**src/rtl/fht_frame_ctrl_if.sv**
```systemverilog
// rtl/fht_frame_ctrl_if.sv - signal bundle between fht_frame_ctrl and its environment
//
// Purpose: groups the ADC sample stream, the fht_top RAM/start/ready port and the
// result stream into one interface.
// Modports:
//   master - the frame sequencer (drives oADC_READY, oFHT_*, oOUT_*, oBUSY)
//   slave  - the surrounding system (ADC source, fht_top, result sink)
// Signals:
//   iADC_VALID/iADC_DATA/oADC_READY        sample stream in
//   oFHT_WE/oFHT_DATA/oFHT_ADDR_WR         bank write port
//   oFHT_START/iFHT_RDY                    transform start pulse / done level
//   oFHT_ADDR_RD/iFHT_DATA_0..3            bank read port
//   oOUT_VALID/oOUT_DATA/oOUT_LAST/iOUT_READY  result stream out
//   oBUSY                                  sequencer is not loading
interface fht_frame_ctrl_if #(
  parameter int ADC_WIDTH = 16,
  parameter int D_BIT     = 22,
  parameter int A_BIT     = 8
);
  logic                 iADC_VALID;
  logic [ADC_WIDTH-1:0] iADC_DATA;
  logic                 oADC_READY;
  logic [3:0]           oFHT_WE;
  logic [D_BIT-1:0]     oFHT_DATA;
  logic [A_BIT-1:0]     oFHT_ADDR_WR;
  logic                 oFHT_START;
  logic                 iFHT_RDY;
  logic [A_BIT-1:0]     oFHT_ADDR_RD;
  logic [D_BIT-1:0]     iFHT_DATA_0;
  logic [D_BIT-1:0]     iFHT_DATA_1;
  logic [D_BIT-1:0]     iFHT_DATA_2;
  logic [D_BIT-1:0]     iFHT_DATA_3;
  logic                 oOUT_VALID;
  logic [D_BIT-1:0]     oOUT_DATA;
  logic                 oOUT_LAST;
  logic                 iOUT_READY;
  logic                 oBUSY;

  modport master (
    input  iADC_VALID, iADC_DATA, iFHT_RDY,
           iFHT_DATA_0, iFHT_DATA_1, iFHT_DATA_2, iFHT_DATA_3, iOUT_READY,
    output oADC_READY, oFHT_WE, oFHT_DATA, oFHT_ADDR_WR, oFHT_START,
           oFHT_ADDR_RD, oOUT_VALID, oOUT_DATA, oOUT_LAST, oBUSY
  );

  modport slave (
    output iADC_VALID, iADC_DATA, iFHT_RDY,
           iFHT_DATA_0, iFHT_DATA_1, iFHT_DATA_2, iFHT_DATA_3, iOUT_READY,
    input  oADC_READY, oFHT_WE, oFHT_DATA, oFHT_ADDR_WR, oFHT_START,
           oFHT_ADDR_RD, oOUT_VALID, oOUT_DATA, oOUT_LAST, oBUSY
  );
endinterface

```
**src/rtl/fht_frame_ctrl.sv**
```systemverilog
// rtl/fht_frame_ctrl.sv - frame sequencer in front of fht_top
//
// Purpose: loads one frame of N = 4*2^A_BIT ADC samples into the four FHT banks,
// pulses start, waits for the rising edge of the done level, then reads the
// result back row by row in bit-reversed row order and streams it out.
// Ports:
//   iCLK    clock, rising edge
//   iRESET  asynchronous active-high reset
//   bus     fht_frame_ctrl_if.master (sample stream, FHT RAM port, result stream)
module fht_frame_ctrl #(
  parameter int ADC_WIDTH = 16,
  parameter int D_BIT     = 22,
  parameter int A_BIT     = 8,
  parameter int RD_LAT    = 2
) (
  input logic               iCLK,
  input logic               iRESET,
  fht_frame_ctrl_if.master  bus
);

  typedef enum logic [2:0] {
    S_LOAD,
    S_START,
    S_WAIT,
    S_RADDR,
    S_RWAIT,
    S_OUT
  } state_t;

  localparam logic [A_BIT+1:0] K_LAST   = '1;
  localparam logic [A_BIT+1:0] K_ONE    = 1;
  localparam logic [A_BIT-1:0] ROW_LAST = '1;
  localparam logic [A_BIT-1:0] ROW_ONE  = 1;
  localparam logic [1:0]       LAT_LAST = 2'(RD_LAT - 1);

  state_t           state;
  logic [A_BIT+1:0] k;        // sample index within the frame
  logic [A_BIT-1:0] r;        // readout row, natural order
  logic [1:0]       b;        // bank index within the held row
  logic [1:0]       lat_cnt;
  logic             rdy_q;    // previous-cycle copy of iFHT_RDY
  logic [D_BIT-1:0] hold [4];

  function automatic logic [A_BIT-1:0] bitrev(input logic [A_BIT-1:0] x);
    logic [A_BIT-1:0] y;
    for (int i = 0; i < A_BIT; i++) begin
      y[i] = x[A_BIT-1-i];
    end
    return y;
  endfunction

  always_ff @(posedge iCLK or posedge iRESET) begin
    if (iRESET) begin
      state            <= S_LOAD;
      k                <= '0;
      r                <= '0;
      b                <= '0;
      lat_cnt          <= '0;
      rdy_q            <= 1'b0;
      for (int i = 0; i < 4; i++) begin
        hold[i] <= '0;
      end
      bus.oADC_READY   <= 1'b0;
      bus.oFHT_WE      <= '0;
      bus.oFHT_DATA    <= '0;
      bus.oFHT_ADDR_WR <= '0;
      bus.oFHT_START   <= 1'b0;
      bus.oFHT_ADDR_RD <= '0;
      bus.oOUT_VALID   <= 1'b0;
      bus.oOUT_DATA    <= '0;
      bus.oOUT_LAST    <= 1'b0;
      bus.oBUSY        <= 1'b0;
    end else begin
      // Edge detector input runs every cycle so a level left high from a
      // previous frame never looks like a fresh completion.
      rdy_q          <= bus.iFHT_RDY;
      bus.oFHT_WE    <= '0;
      bus.oFHT_START <= 1'b0;

      case (state)
        S_LOAD: begin
          bus.oADC_READY <= 1'b1;
          bus.oBUSY      <= 1'b0;
          if (bus.iADC_VALID && bus.oADC_READY) begin
            // Row-major: consecutive samples rotate through the four banks.
            bus.oFHT_WE      <= 4'b0001 << k[1:0];
            bus.oFHT_DATA    <= {bus.iADC_DATA, {(D_BIT-ADC_WIDTH){1'b0}}};
            bus.oFHT_ADDR_WR <= k[A_BIT+1:2];
            k                <= k + K_ONE;
            if (k == K_LAST) begin
              bus.oADC_READY <= 1'b0;
              bus.oBUSY      <= 1'b1;
              state          <= S_START;
            end
          end
        end

        S_START: begin
          bus.oFHT_START <= 1'b1;
          state          <= S_WAIT;
        end

        S_WAIT: begin
          if (bus.iFHT_RDY && !rdy_q) begin
            r                <= '0;
            bus.oFHT_ADDR_RD <= '0;
            state            <= S_RADDR;
          end
        end

        S_RADDR: begin
          lat_cnt <= '0;
          state   <= S_RWAIT;
        end

        S_RWAIT: begin
          if (lat_cnt == LAT_LAST) begin
            hold[0]        <= bus.iFHT_DATA_0;
            hold[1]        <= bus.iFHT_DATA_1;
            hold[2]        <= bus.iFHT_DATA_2;
            hold[3]        <= bus.iFHT_DATA_3;
            bus.oOUT_DATA  <= bus.iFHT_DATA_0;
            bus.oOUT_VALID <= 1'b1;
            bus.oOUT_LAST  <= 1'b0;
            b              <= '0;
            state          <= S_OUT;
          end else begin
            lat_cnt <= lat_cnt + 2'd1;
          end
        end

        S_OUT: begin
          if (bus.iOUT_READY) begin
            if (b == 2'd3) begin
              bus.oOUT_VALID <= 1'b0;
              bus.oOUT_LAST  <= 1'b0;
              if (r == ROW_LAST) begin
                bus.oADC_READY <= 1'b1;
                bus.oBUSY      <= 1'b0;
                state          <= S_LOAD;
              end else begin
                r                <= r + ROW_ONE;
                bus.oFHT_ADDR_RD <= bitrev(r + ROW_ONE);
                state            <= S_RADDR;
              end
            end else begin
              b             <= b + 2'd1;
              bus.oOUT_DATA <= hold[b + 2'd1];
              bus.oOUT_LAST <= (r == ROW_LAST) && (b == 2'd2);
            end
          end
        end

        default: state <= S_LOAD;
      endcase
    end
  end

endmodule

```
**src/flat_wrapper.sv**
```systemverilog
// flat-port wrapper written by rule: the top's interface ports become plain ports
module fht_frame_ctrl_flat 
#(
  parameter int ADC_WIDTH = 16,
  parameter int D_BIT     = 22,
  parameter int A_BIT     = 8,
  parameter int RD_LAT    = 2
)
  (iCLK, iRESET, bus_iADC_VALID, bus_iADC_DATA, bus_iFHT_RDY, bus_iFHT_DATA_0, bus_iFHT_DATA_1, bus_iFHT_DATA_2, bus_iFHT_DATA_3, bus_iOUT_READY, bus_oADC_READY, bus_oFHT_WE, bus_oFHT_DATA, bus_oFHT_ADDR_WR, bus_oFHT_START, bus_oFHT_ADDR_RD, bus_oOUT_VALID, bus_oOUT_DATA, bus_oOUT_LAST, bus_oBUSY);
  fht_frame_ctrl_if #(.ADC_WIDTH(ADC_WIDTH), .D_BIT(D_BIT), .A_BIT(A_BIT)) bus_i ();
  input logic iCLK;
  input logic iRESET;
  input wire logic [$bits(bus_i.iADC_VALID)-1:0] bus_iADC_VALID;
  input wire logic [$bits(bus_i.iADC_DATA)-1:0] bus_iADC_DATA;
  input wire logic [$bits(bus_i.iFHT_RDY)-1:0] bus_iFHT_RDY;
  input wire logic [$bits(bus_i.iFHT_DATA_0)-1:0] bus_iFHT_DATA_0;
  input wire logic [$bits(bus_i.iFHT_DATA_1)-1:0] bus_iFHT_DATA_1;
  input wire logic [$bits(bus_i.iFHT_DATA_2)-1:0] bus_iFHT_DATA_2;
  input wire logic [$bits(bus_i.iFHT_DATA_3)-1:0] bus_iFHT_DATA_3;
  input wire logic [$bits(bus_i.iOUT_READY)-1:0] bus_iOUT_READY;
  output wire logic [$bits(bus_i.oADC_READY)-1:0] bus_oADC_READY;
  output wire logic [$bits(bus_i.oFHT_WE)-1:0] bus_oFHT_WE;
  output wire logic [$bits(bus_i.oFHT_DATA)-1:0] bus_oFHT_DATA;
  output wire logic [$bits(bus_i.oFHT_ADDR_WR)-1:0] bus_oFHT_ADDR_WR;
  output wire logic [$bits(bus_i.oFHT_START)-1:0] bus_oFHT_START;
  output wire logic [$bits(bus_i.oFHT_ADDR_RD)-1:0] bus_oFHT_ADDR_RD;
  output wire logic [$bits(bus_i.oOUT_VALID)-1:0] bus_oOUT_VALID;
  output wire logic [$bits(bus_i.oOUT_DATA)-1:0] bus_oOUT_DATA;
  output wire logic [$bits(bus_i.oOUT_LAST)-1:0] bus_oOUT_LAST;
  output wire logic [$bits(bus_i.oBUSY)-1:0] bus_oBUSY;
  assign bus_i.iADC_VALID = bus_iADC_VALID;
  assign bus_i.iADC_DATA = bus_iADC_DATA;
  assign bus_i.iFHT_RDY = bus_iFHT_RDY;
  assign bus_i.iFHT_DATA_0 = bus_iFHT_DATA_0;
  assign bus_i.iFHT_DATA_1 = bus_iFHT_DATA_1;
  assign bus_i.iFHT_DATA_2 = bus_iFHT_DATA_2;
  assign bus_i.iFHT_DATA_3 = bus_iFHT_DATA_3;
  assign bus_i.iOUT_READY = bus_iOUT_READY;
  assign bus_oADC_READY = bus_i.oADC_READY;
  assign bus_oFHT_WE = bus_i.oFHT_WE;
  assign bus_oFHT_DATA = bus_i.oFHT_DATA;
  assign bus_oFHT_ADDR_WR = bus_i.oFHT_ADDR_WR;
  assign bus_oFHT_START = bus_i.oFHT_START;
  assign bus_oFHT_ADDR_RD = bus_i.oFHT_ADDR_RD;
  assign bus_oOUT_VALID = bus_i.oOUT_VALID;
  assign bus_oOUT_DATA = bus_i.oOUT_DATA;
  assign bus_oOUT_LAST = bus_i.oOUT_LAST;
  assign bus_oBUSY = bus_i.oBUSY;
  fht_frame_ctrl #(.ADC_WIDTH(ADC_WIDTH), .D_BIT(D_BIT), .A_BIT(A_BIT), .RD_LAT(RD_LAT)) u_core (.iCLK(iCLK), .iRESET(iRESET), .bus(bus_i));
endmodule
```
**config.mk**
```make
export PLATFORM = sky130hd
export DESIGN_NAME = fht_frame_ctrl_flat
export DESIGN_NICKNAME = d
export VERILOG_FILES = /design/src/rtl/fht_frame_ctrl_if.sv /design/src/rtl/fht_frame_ctrl.sv /design/src/flat_wrapper.sv
export SDC_FILE = /design/constraint.sdc
export NUM_CORES = 1
export LEC_CHECK = 0
export ABC_AREA = 1
export BUFFER_PORTS_ARGS = -buffer_cell sky130_fd_sc_hd__buf_2
export CORE_MARGIN = 5
export CORE_UTILIZATION = 54
export DETAILED_ROUTE_END_ITERATION = 7
export PLACE_DENSITY = 0.79
export SLEW_MARGIN = 15
export SYNTH_ARGS = -nofsm -noshare
export SYNTH_HDL_FRONTEND = slang
export SYNTH_SLANG_ARGS = --single-unit
```
**constraint.sdc**
```tcl
create_clock -name iCLK -period 7.9 [get_ports iCLK]
set_input_delay 1.58 -clock iCLK [delete_from_list [all_inputs] [get_ports iCLK]]
set_output_delay 1.58 -clock iCLK [all_outputs]
set_load 0.02 [all_outputs]
```
==> impl_metrics.ini, run 1 <==
[synth]
yosysMostFrequentCell = nand2_1
synth_edf_count = 0
async_flop_share = 1.00
ys.flop_type = dfrtp_1
post-synth-top-area-cell = dfrtp_1
yosysTopAreaCellShare = 0.513
synthDistinctLibCells = 32
synth_area_leaders = dfrtp_1, nand2_1, nand3_1
synthesis.area_um2 = 8240
syn_area_per_cell_um2 = 7.95
ys_seq_elements = 169
seq_area_frac_synth = 0.513
synthTopCellsByCount = nand2_1, dfrtp_1, nand3_1
syn_inst = 1037
ys_warn_count = 0

[detailed_routing]
wl_per_cell_um = 15.4
drt_wl_total_mm = 21.1
via_per_inst = 5.27
drtPass1Iterations = 6
drc_errors = 0
dr_total_vias = 7243
drtAntennaViolNets = 0
drt_first_iter_violations = 704

[pwr]
power_density_nw_per_um2 = 210
p_seq_frac = 0.469
leakage_uw = 0.00519
combPwrFrac = 0.103
p_sw_uw = 512
ir_drop_mv = 0.148
p_sw_frac = 0.253
internal_power_uw = 1510
p_clk_frac = 0.428

[global_route]
grt_pass1_vias = 6872
grt_usage = 0.239
grt_pass1_wl_mm = 34.3
grt.overflow.total = 0
grt_max_degree = 112
antenna_found_initial = 0

[clock_tree]
path_clk_slew_ns = 0.07
cts_root_buf = clkbuf_16
postCtsSetupRepairBufs = 0
clock-sinks = 169
h-tree-depth = 4
clock_path_buffers = 2
tritoncts = built
cts_hold_buf = 0
cts_resized = 0
clock_latency_ns = 0.42
numCtsBuffers = 17

[sta]
finClkSkew_ns = 0.00763
drv_slew = 0
max_freq_ghz = 0.310
rsz0062_at_grt = false
final.setup.tns_ns = 0
min_period_over_period = 0.409
worstMarginPinSlew_ns = 1.12
hold_violations = 0
period_minus_slack_ns = 3.23
relSlewSlack = 0.252
setup_viol = 0
fin_ws_ns = 4.67

[cells_and_area]
fin_cells = 1374
final_util = 0.639
diodes = 0
layout.nets = 1292
syn2layout_area_growth_pct = 17.0
layout-drive-gt1-share = 0.210

[floorplan]
core_um2 = 15100
die-area_um2 = 17800
die_width_um = 134
std_cell_rows = 45
initial_core_util = 0.546
io_pins = 178
fp.dieH_um = 134

[status]
status = finished, final reports clean

[placement]
place_inst = 1344
dpl.hpwl_mm = 14.2
gp_congestion = 0.838
io_buffers = 171
place_ws_ns = 4.63

[worst_setup_path]
critPathCapture = u_core.bus.oOUT_DATA[18]
rrSetupSlack_ns = 4.67
required_ns = 8.26
r2r-start = u_core.b[0]
rr_worst_depth = 8
critical-path-max-stage-delay_ns = 0.90
worstPathArrival_ns = 3.59
worstPathMaxFanout = 46
crit_type = reg -> reg
cpMaxStageDelayCell = ha_1
end_kind = flop
setup.worst_path.start_class = flop
path_cells = inv_2 -> ha_1 -> inv_1 -> nand3_1 -> nand3_1 -> o21ai_2 -> nand2_1 -> nand2_1
rr_endpoint = u_core.bus.oOUT_DATA[18]
crit_start = u_core.b[0]

[min_path]
hold_class = reg -> reg

[job]
cap_violations = 0
worst min path at each step:
stage                                  start                       end  slack (ns)  depth (start not counted)
finish              u_core.bus.oFHT_DATA[14]  u_core.bus.oFHT_DATA[14]        0.46                          2
global route        u_core.bus.oFHT_DATA[19]  u_core.bus.oFHT_DATA[19]        0.49                          2
CTS                 u_core.bus.oFHT_DATA[14]  u_core.bus.oFHT_DATA[14]        0.47                          2
detailed placement  u_core.bus.oFHT_DATA[14]  u_core.bus.oFHT_DATA[14]        0.45                          2
global placement    u_core.bus.oFHT_DATA[14]  u_core.bus.oFHT_DATA[14]        0.45                          2
floorplan                    u_core.hold[22]           u_core.hold[22]        0.44                          2
state kept, by name, summed over array words and instances (netlist names):
| register | count |
|---|---|
| u_core.b | 2 |
| u_core.bus.oADC_READY | 1 |
| u_core.bus.oBUSY | 1 |
| u_core.bus.oFHT_ADDR_RD | 1 |
| u_core.bus.oFHT_ADDR_WR | 8 |
| u_core.bus.oFHT_DATA | 16 |
| u_core.bus.oFHT_START | 1 |
| u_core.bus.oFHT_WE | 4 |
| u_core.bus.oOUT_DATA | 22 |
| u_core.bus.oOUT_LAST | 1 |
| u_core.bus.oOUT_VALID | 1 |
| u_core.hold | 88 |
| u_core.k | 10 |
| u_core.lat_cnt | 2 |
| u_core.r | 7 |
| u_core.rdy_q | 1 |
| u_core.state | 3 |
stage by stage:
step / cell area (um2) / power, uW / hold slack (ns)
after global placement: 9040 / 1160 / 0.450
after CTS: 9640 / 2030 / 0.469
after detailed placement: 9040 / 1170 / 0.453
after global routing: 9640 / 2100 / 0.485
after floorplan: 8260 / 1090 / 0.442
final: 9640 / 2020 / 0.463
per-layer routing:
layer | up-vias | routed length [um] | share of wire | global-route usage
met1 | 3407 | 9600 | 0.45 | 0.338
li1 | 3542 | - | - | -
met2 | 270 | 9610 | 0.45 | 0.368
met3 | 24 | 1600 | 0.076 | 0.0631
met4 | 0 | 311 | 0.015 | 0.0651
met5 | - | 0 | 0 | 0
area by class of cell:
cell class / count / area [um2]
Fill cell: 1390 / 5450
Sequential cell: 169 / 4230
Multi-Input combinational cell: 747 / 3440
Timing Repair Buffer: 175 / 886
Clock buffer: 19 / 433
Inverter: 65 / 251
Tap cell: 188 / 235
Clock inverter: 11 / 171
kinds of logic after synthesis:
| group | Yosys count | share of synthesized area |
|---|---|---|
| flip-flops | 169 | 0.513 |
| AND/OR/NAND/NOR | 662 | 0.348 |
| adder cells (fa/ha/maj) | 8 | 0.0121 |
| buffers and inverters | 126 | 0.0727 |
| XOR/XNOR | 9 | 0.00957 |
| other | 1 | 0.000455 |
| AO/OA/AOI/OAI | 62 | 0.0443 |
layout by cell type (no fill, tap or decap), types with 2 or more instances in the layout:
cell type   count
clkinv_2        2
nand4_1         8
o21ai_1        27
ha_1            7
a21oi_1         2
nand3_1       148
inv_1          56
nand3_4         4
clkbuf_1        2
inv_2           7
xor2_1          8
bufinv_16       4
buf_4           4
inv_6           3
o21ai_0        18
nor2_8          2
buf_2         171
nand2_2         4
dfrtp_1       169
clkinvlp_4      2
nand2_1       457
nor2_1         26
clkbuf_16      17
conb_1          6
nand3_2         7
o21ai_2        14
critical path: cells and delay by family, from the launching register on:
family / cells / cell delay, ns
compound gates: 1 / 0.09
fa+ha+maj: 1 / 0.90
buf+inv: 2 / 1.21
flops: 1 / 0.38
simple gates: 4 / 0.57
power groups by stage:
stage | combinational, uW | sequential, uW | clock [uW]
final | 208 | 948 | 867
after global routing | 237 | 955 | 910
after CTS | 211 | 947 | 873
after detailed placement | 209 | 963 | 0
after global placement | 202 | 962 | 0
after floorplan | 103 | 986 | 0
No activity file was read; power rests on OpenSTA's default activity.
==> run 2, diff against run 1 <==
--- a/config.mk
+++ b/config.mk
@@ -8,9 +8,9 @@
 export ABC_AREA = 1
 export BUFFER_PORTS_ARGS = -buffer_cell sky130_fd_sc_hd__buf_2
 export CORE_MARGIN = 5
-export CORE_UTILIZATION = 54
+export CORE_UTILIZATION = 50
 export DETAILED_ROUTE_END_ITERATION = 7
-export PLACE_DENSITY = 0.79
+export PLACE_DENSITY = 0.77
 export SLEW_MARGIN = 15
 export SYNTH_ARGS = -nofsm -noshare
 export SYNTH_HDL_FRONTEND = slang
==> constraint.sdc (replaced) <==
create_clock -name iCLK -period 2.6 [get_ports iCLK]
set_input_delay 0.52 -clock iCLK [delete_from_list [all_inputs] [get_ports iCLK]]
set_output_delay 0.52 -clock iCLK [all_outputs]
set_load 0.02 [all_outputs]
==> run 2 against run 1 <==
Compared with the run above: sequential share of layout area down 0.74 points; sequential power rose to 3.0 times the previous value; final area up 1.7%.
==> impl_metrics.ini, run 2 (same netlist as run 1, synthesis figures left out) <==
[pwr]
p_seq_frac = 0.466
ir_drop_mv = 0.456
p_clk_frac = 0.430
leakage_uw = 0.00526
power_density_nw_per_um2 = 629
combPwrFrac = 0.104
internal_power_uw = 4530
p_sw_frac = 0.266
p_sw_uw = 1640

[sta]
drv_slew = 0
finalHoldWorstSlack_ns = 0.0186
worstMarginPinSlew_ns = 0.782
finClkSkew_ns = 0.00736
max_freq_ghz = 0.500
hold_violations = 0
final.setup.tns_ns = 0
setup_viol = 0
rsz0062_at_grt = false
relSlewSlack = 0.478
fin_ws_ns = 0.599
period_minus_slack_ns = 2.00
min_period_over_period = 0.770

[placement]
dpl.hpwl_mm = 15.4
io_buffers = 171
gp_congestion = 0.850
place_ws_ns = 0.628
place_inst = 1387

[cells_and_area]
fillCellCount = 1480
syn2layout_area_growth_pct = 19.0
ff_latch_area_um2 = 4230
layout.nets = 1303
final_util = 0.600
multi_input_area_um2 = 3440
top_register = u_core.hold
fin_cells = 1422
reg_top3 = u_core.hold x88, u_core.bus.oOUT_DATA x22, u_core.bus.oFHT_DATA x16
final_cell_mix = nand2_1, buf_2, dfrtp_1
layout-drive-gt1-share = 0.220
layout_commonest_cell = nand2_1
largest_reg_flops = 88

[worst_setup_path]
worstPathArrival_ns = 2.37
required_ns = 2.97
end_kind = flop
setup.worst_path.start_class = flop
worstPathMaxFanout = 26
crit_type = reg -> reg

[global_route]
grt_pass1_wl_mm = 36.7
grt_usage = 0.234
grt.overflow.total = 0
grt_pass1_vias = 7138
antenna_found_initial = 3
grt_max_degree = 67

[detailed_routing]
drc_errors = 0
drtPass1Iterations = 6
drt_first_iter_violations = 870
wl_per_cell_um = 15.4
dr_total_vias = 7336
via_per_inst = 5.16
drt_wl_total_mm = 21.9
drtAntennaViolNets = 0

[clock_tree]
h-tree-depth = 4
numCtsBuffers = 17
cts_hold_buf = 0
clock_path_buffers = 2
cts_resized = 0
tritoncts = built
clock_latency_ns = 0.43
clock-sinks = 169
cts_root_buf = clkbuf_16
postCtsSetupRepairBufs = 0
path_clk_slew_ns = 0.07

[min_path]
hold_class = in -> async

[floorplan]
std_cell_rows = 47
die_width_um = 138
fp.dieH_um = 138
io_pins = 178
die-area_um2 = 19100
initial_core_util = 0.504
core_um2 = 16300

[status]
status = finished, final reports clean

[job]
cap_violations = 0
## run 2: critical path, cell delays in order (launching register included)
cell and delay [ns]:
dfrtp_1 0.54, nor2_8 0.22, nand2_2 0.10, nand2_2 0.14, nand3_4 0.28, inv_2 0.46, nand2_1 0.11, nand2_1 0.07
## run 2: area by class of cell
type,instances,area share
well taps,220,0.0281
flip-flops and latches,169,0.431
clock inverters,15,0.0194
inverters,65,0.0255
clock buffers,17,0.0434
repair buffers,186,0.101
multi-input cells,747,0.351
diodes,3,0.000765
## run 2: worst paths after layout
kind                                         startpoint                 endpoint  slack [ns]  cells past startpoint
worst max-delay path                    u_core.state[0]  u_core.bus.oOUT_DATA[8]        0.60                      7
worst max register to register          u_core.state[0]  u_core.bus.oOUT_DATA[8]        0.60                      7
worst min-delay path                             iRESET           u_core.hold[0]        0.02                      2
worst min register to register  u_core.bus.oFHT_DATA[7]  u_core.bus.oFHT_DATA[7]        0.47                      2
max in group asynchronous                        iRESET          u_core.hold[75]        1.72                      3
min in group iCLK                          bus_iFHT_RDY             u_core.rdy_q        0.22                      1
## run 2: power by group through the flow
stage / clock (uW) / sequential, uW / combinational [uW]
CTS: 2690 / 2870 / 656
floorplan: 0 / 3000 / 314
finish: 2650 / 2870 / 644
global route: 2810 / 2900 / 731
global placement: 0 / 2920 / 635
detailed placement: 0 / 2920 / 653
## run 2: metal layers
layer / part of all wire / global-route usage / routed length (um)
met5: 0 / 0 / 0
met4: 0.018 / 0.0692 / 398
met2: 0.46 / 0.360 / 10000
met3: 0.075 / 0.0587 / 1650
met1: 0.45 / 0.330 / 9830
## run 2: metrics by stage
step | total power (uW) | instance area [um2]
after floorplan | 3310 | 8260
after global placement | 3560 | 9190
after detailed placement | 3580 | 9190
after CTS | 6220 | 9800
after global routing | 6440 | 9810
final | 6170 | 9810
==> run 3, diff against run 2 <==
==> constraint.sdc (replaced) <==
create_clock -name iCLK -period 1.8 [get_ports iCLK]
set_input_delay 0.36 -clock iCLK [delete_from_list [all_inputs] [get_ports iCLK]]
set_output_delay 0.36 -clock iCLK [all_outputs]
set_load 0.02 [all_outputs]
==> run 3 against run 2 <==
Compared with the run above: die area stayed put; global-route usage is 0.13 points lower; largest cell class unchanged; maximum frequency is 24% higher; sequential share of layout area is 0.58 points lower; clock skew is 0.0014 ns higher.
==> impl_metrics.ini, run 3 (same netlist as run 1, synthesis figures left out) <==
[detailed_routing]
via_per_inst = 5.15
drtAntennaViolNets = 0
drt_wl_total_mm = 21.9
dr_total_vias = 7353
wl_per_cell_um = 15.3
drc_errors = 0
drtPass1Iterations = 7
drt_first_iter_violations = 661

[sta]
rsz0062_at_grt = false
finClkSkew_ns = 0.00881
min_period_over_period = 0.896
hold_violations = 0
setup_viol = 0
final.setup.tns_ns = 0
relSlewSlack = 0.662
fin_ws_ns = 0.186
drv_slew = 0
worstMarginPinSlew_ns = 0.507
max_freq_ghz = 0.620
period_minus_slack_ns = 1.61

[worst_setup_path]
crit_start = u_core.state[0]
critPathBufInv = 3
worstPathMaxFanout = 25
setup.worst_path.start_class = flop
required_ns = 2.13
worstPathArrival_ns = 1.94
r2r-start = u_core.state[0]
crit_family = buffers and inverters
crit_type = reg -> reg
cpMaxStageDelayCell = dfrtp_1
critical-path-max-stage-delay_ns = 0.46
path_cells = buf_4 -> nand3_4 -> inv_2 -> buf_12 -> nand2_1 -> o21ai_0
end_kind = flop

[placement]
place_ws_ns = 0.150
io_buffers = 171
gp_congestion = 0.870
dpl.hpwl_mm = 15.5
place_inst = 1395

[cells_and_area]
ff_latch_area_um2 = 4230
layout_commonest_cell = nand2_1
reg_top3 = u_core.hold x88, u_core.bus.oOUT_DATA x22, u_core.bus.oFHT_DATA x16
layout-drive-gt1-share = 0.224
fin_cells = 1429
layout.nets = 1312
final_cell_mix = nand2_1, buf_2, dfrtp_1
multi_input_area_um2 = 3440
final_util = 0.608
syn2layout_area_growth_pct = 20.6
fillCellCount = 1495
largest_reg_flops = 88
top_register = u_core.hold

[floorplan]
die_width_um = 138
std_cell_rows = 47
fp.dieH_um = 138
initial_core_util = 0.504
core_um2 = 16300
die-area_um2 = 19100
io_pins = 178

[clock_tree]
clock-sinks = 169
cts_root_buf = clkbuf_16
clock_path_buffers = 2
postCtsSetupRepairBufs = 0
clock_latency_ns = 0.42
h-tree-depth = 4
tritoncts = built
numCtsBuffers = 17
path_clk_slew_ns = 0.06

[global_route]
grtUsageMet3 = 0.0518
grtUsageMet2 = 0.358
grt_busiest_layer = met2
grtUsageMet1 = 0.337
grt_max_degree = 76
grt_usage = 0.233
grt.overflow.total = 0
grt_pass1_vias = 7195
antenna_found_initial = 1
grt_pass1_wl_mm = 36.7

[pwr]
power_density_nw_per_um2 = 881
leakage_uw = 0.00531
ir_drop_mv = 0.689

[min_path]
hold_class = in -> reg
worstHoldStart = bus_iFHT_RDY

[job]
cap_violations = 0

[status]
status = finished, final reports clean
-- run 3: changes by cell type in the layout (fill, tap and decap cells not counted), moves of 2 or more --
cell / previous run / this run
clkbuf_8: 0 / 3
diode_2: 3 / 1
clkbuf_1: 0 / 2
inv_8: 2 / 0
inv_6: 4 / 0
buf_12: 2 / 9
-- run 3: path summary, 6_finish.rpt --
path,depth (start not counted),endpoint,slack (ns)
max,6,u_core.b[0],0.19
min,1,u_core.rdy_q,0.06
max reg2reg,6,u_core.b[0],0.19
min reg2reg,2,u_core.bus.oFHT_DATA[20],0.47
max in group asynchronous,4,u_core.hold[75],0.71
min in group asynchronous,3,u_core.hold[22],0.45
-- run 3: area by class of cell --
class / instances / area share
multi-input cells: 747 / 0.346
flip-flops and latches: 169 / 0.425
diodes: 1 / 0.000252
repair buffers: 195 / 0.116
clock buffers: 22 / 0.0477
inverters: 65 / 0.0254
well taps: 220 / 0.0277
clock inverters: 10 / 0.0120
-- run 3: report_power, final --
part	leakage [uW]	switching (uW)	total [uW]	internal [uW]
registers	0.00184	172	4160	3990
logic	0.00320	587	934	347
clock network	0.000282	1510	3670	2160
-- run 3: repair_timing --
item	CTS	global route
setup endpoints to repair	0	8
hold endpoints to repair	10	0
resized for setup	0	2
hold buffers	1	0
-- run 3: stage by stage --
stage / power, uW / instance area, um2 / hold WS (ns)
final: 8760 / 9940 / 0.0566
after global routing: 9110 / 9940 / 0.0461
after CTS: 8810 / 9940 / 0.0402
after detailed placement: 5180 / 9330 / 0.352
after global placement: 5140 / 9330 / 0.357
after floorplan: 4780 / 8280 / 0.391
-- run 3: routing by layer --
layer / part of all wire / up-vias
li1: - / 3582
met1: 0.45 / 3501
met2: 0.46 / 248
met3: 0.069 / 22
met4: 0.014 / 0
met5: 0 / -
-- run 3: worst reg2reg max path: stages, from the launching register on --
cell and delay (ns):
dfrtp_1 0.46, buf_4 0.21, nand3_4 0.14, inv_2 0.20, buf_12 0.20, nand2_1 0.09
o21ai_0 0.22
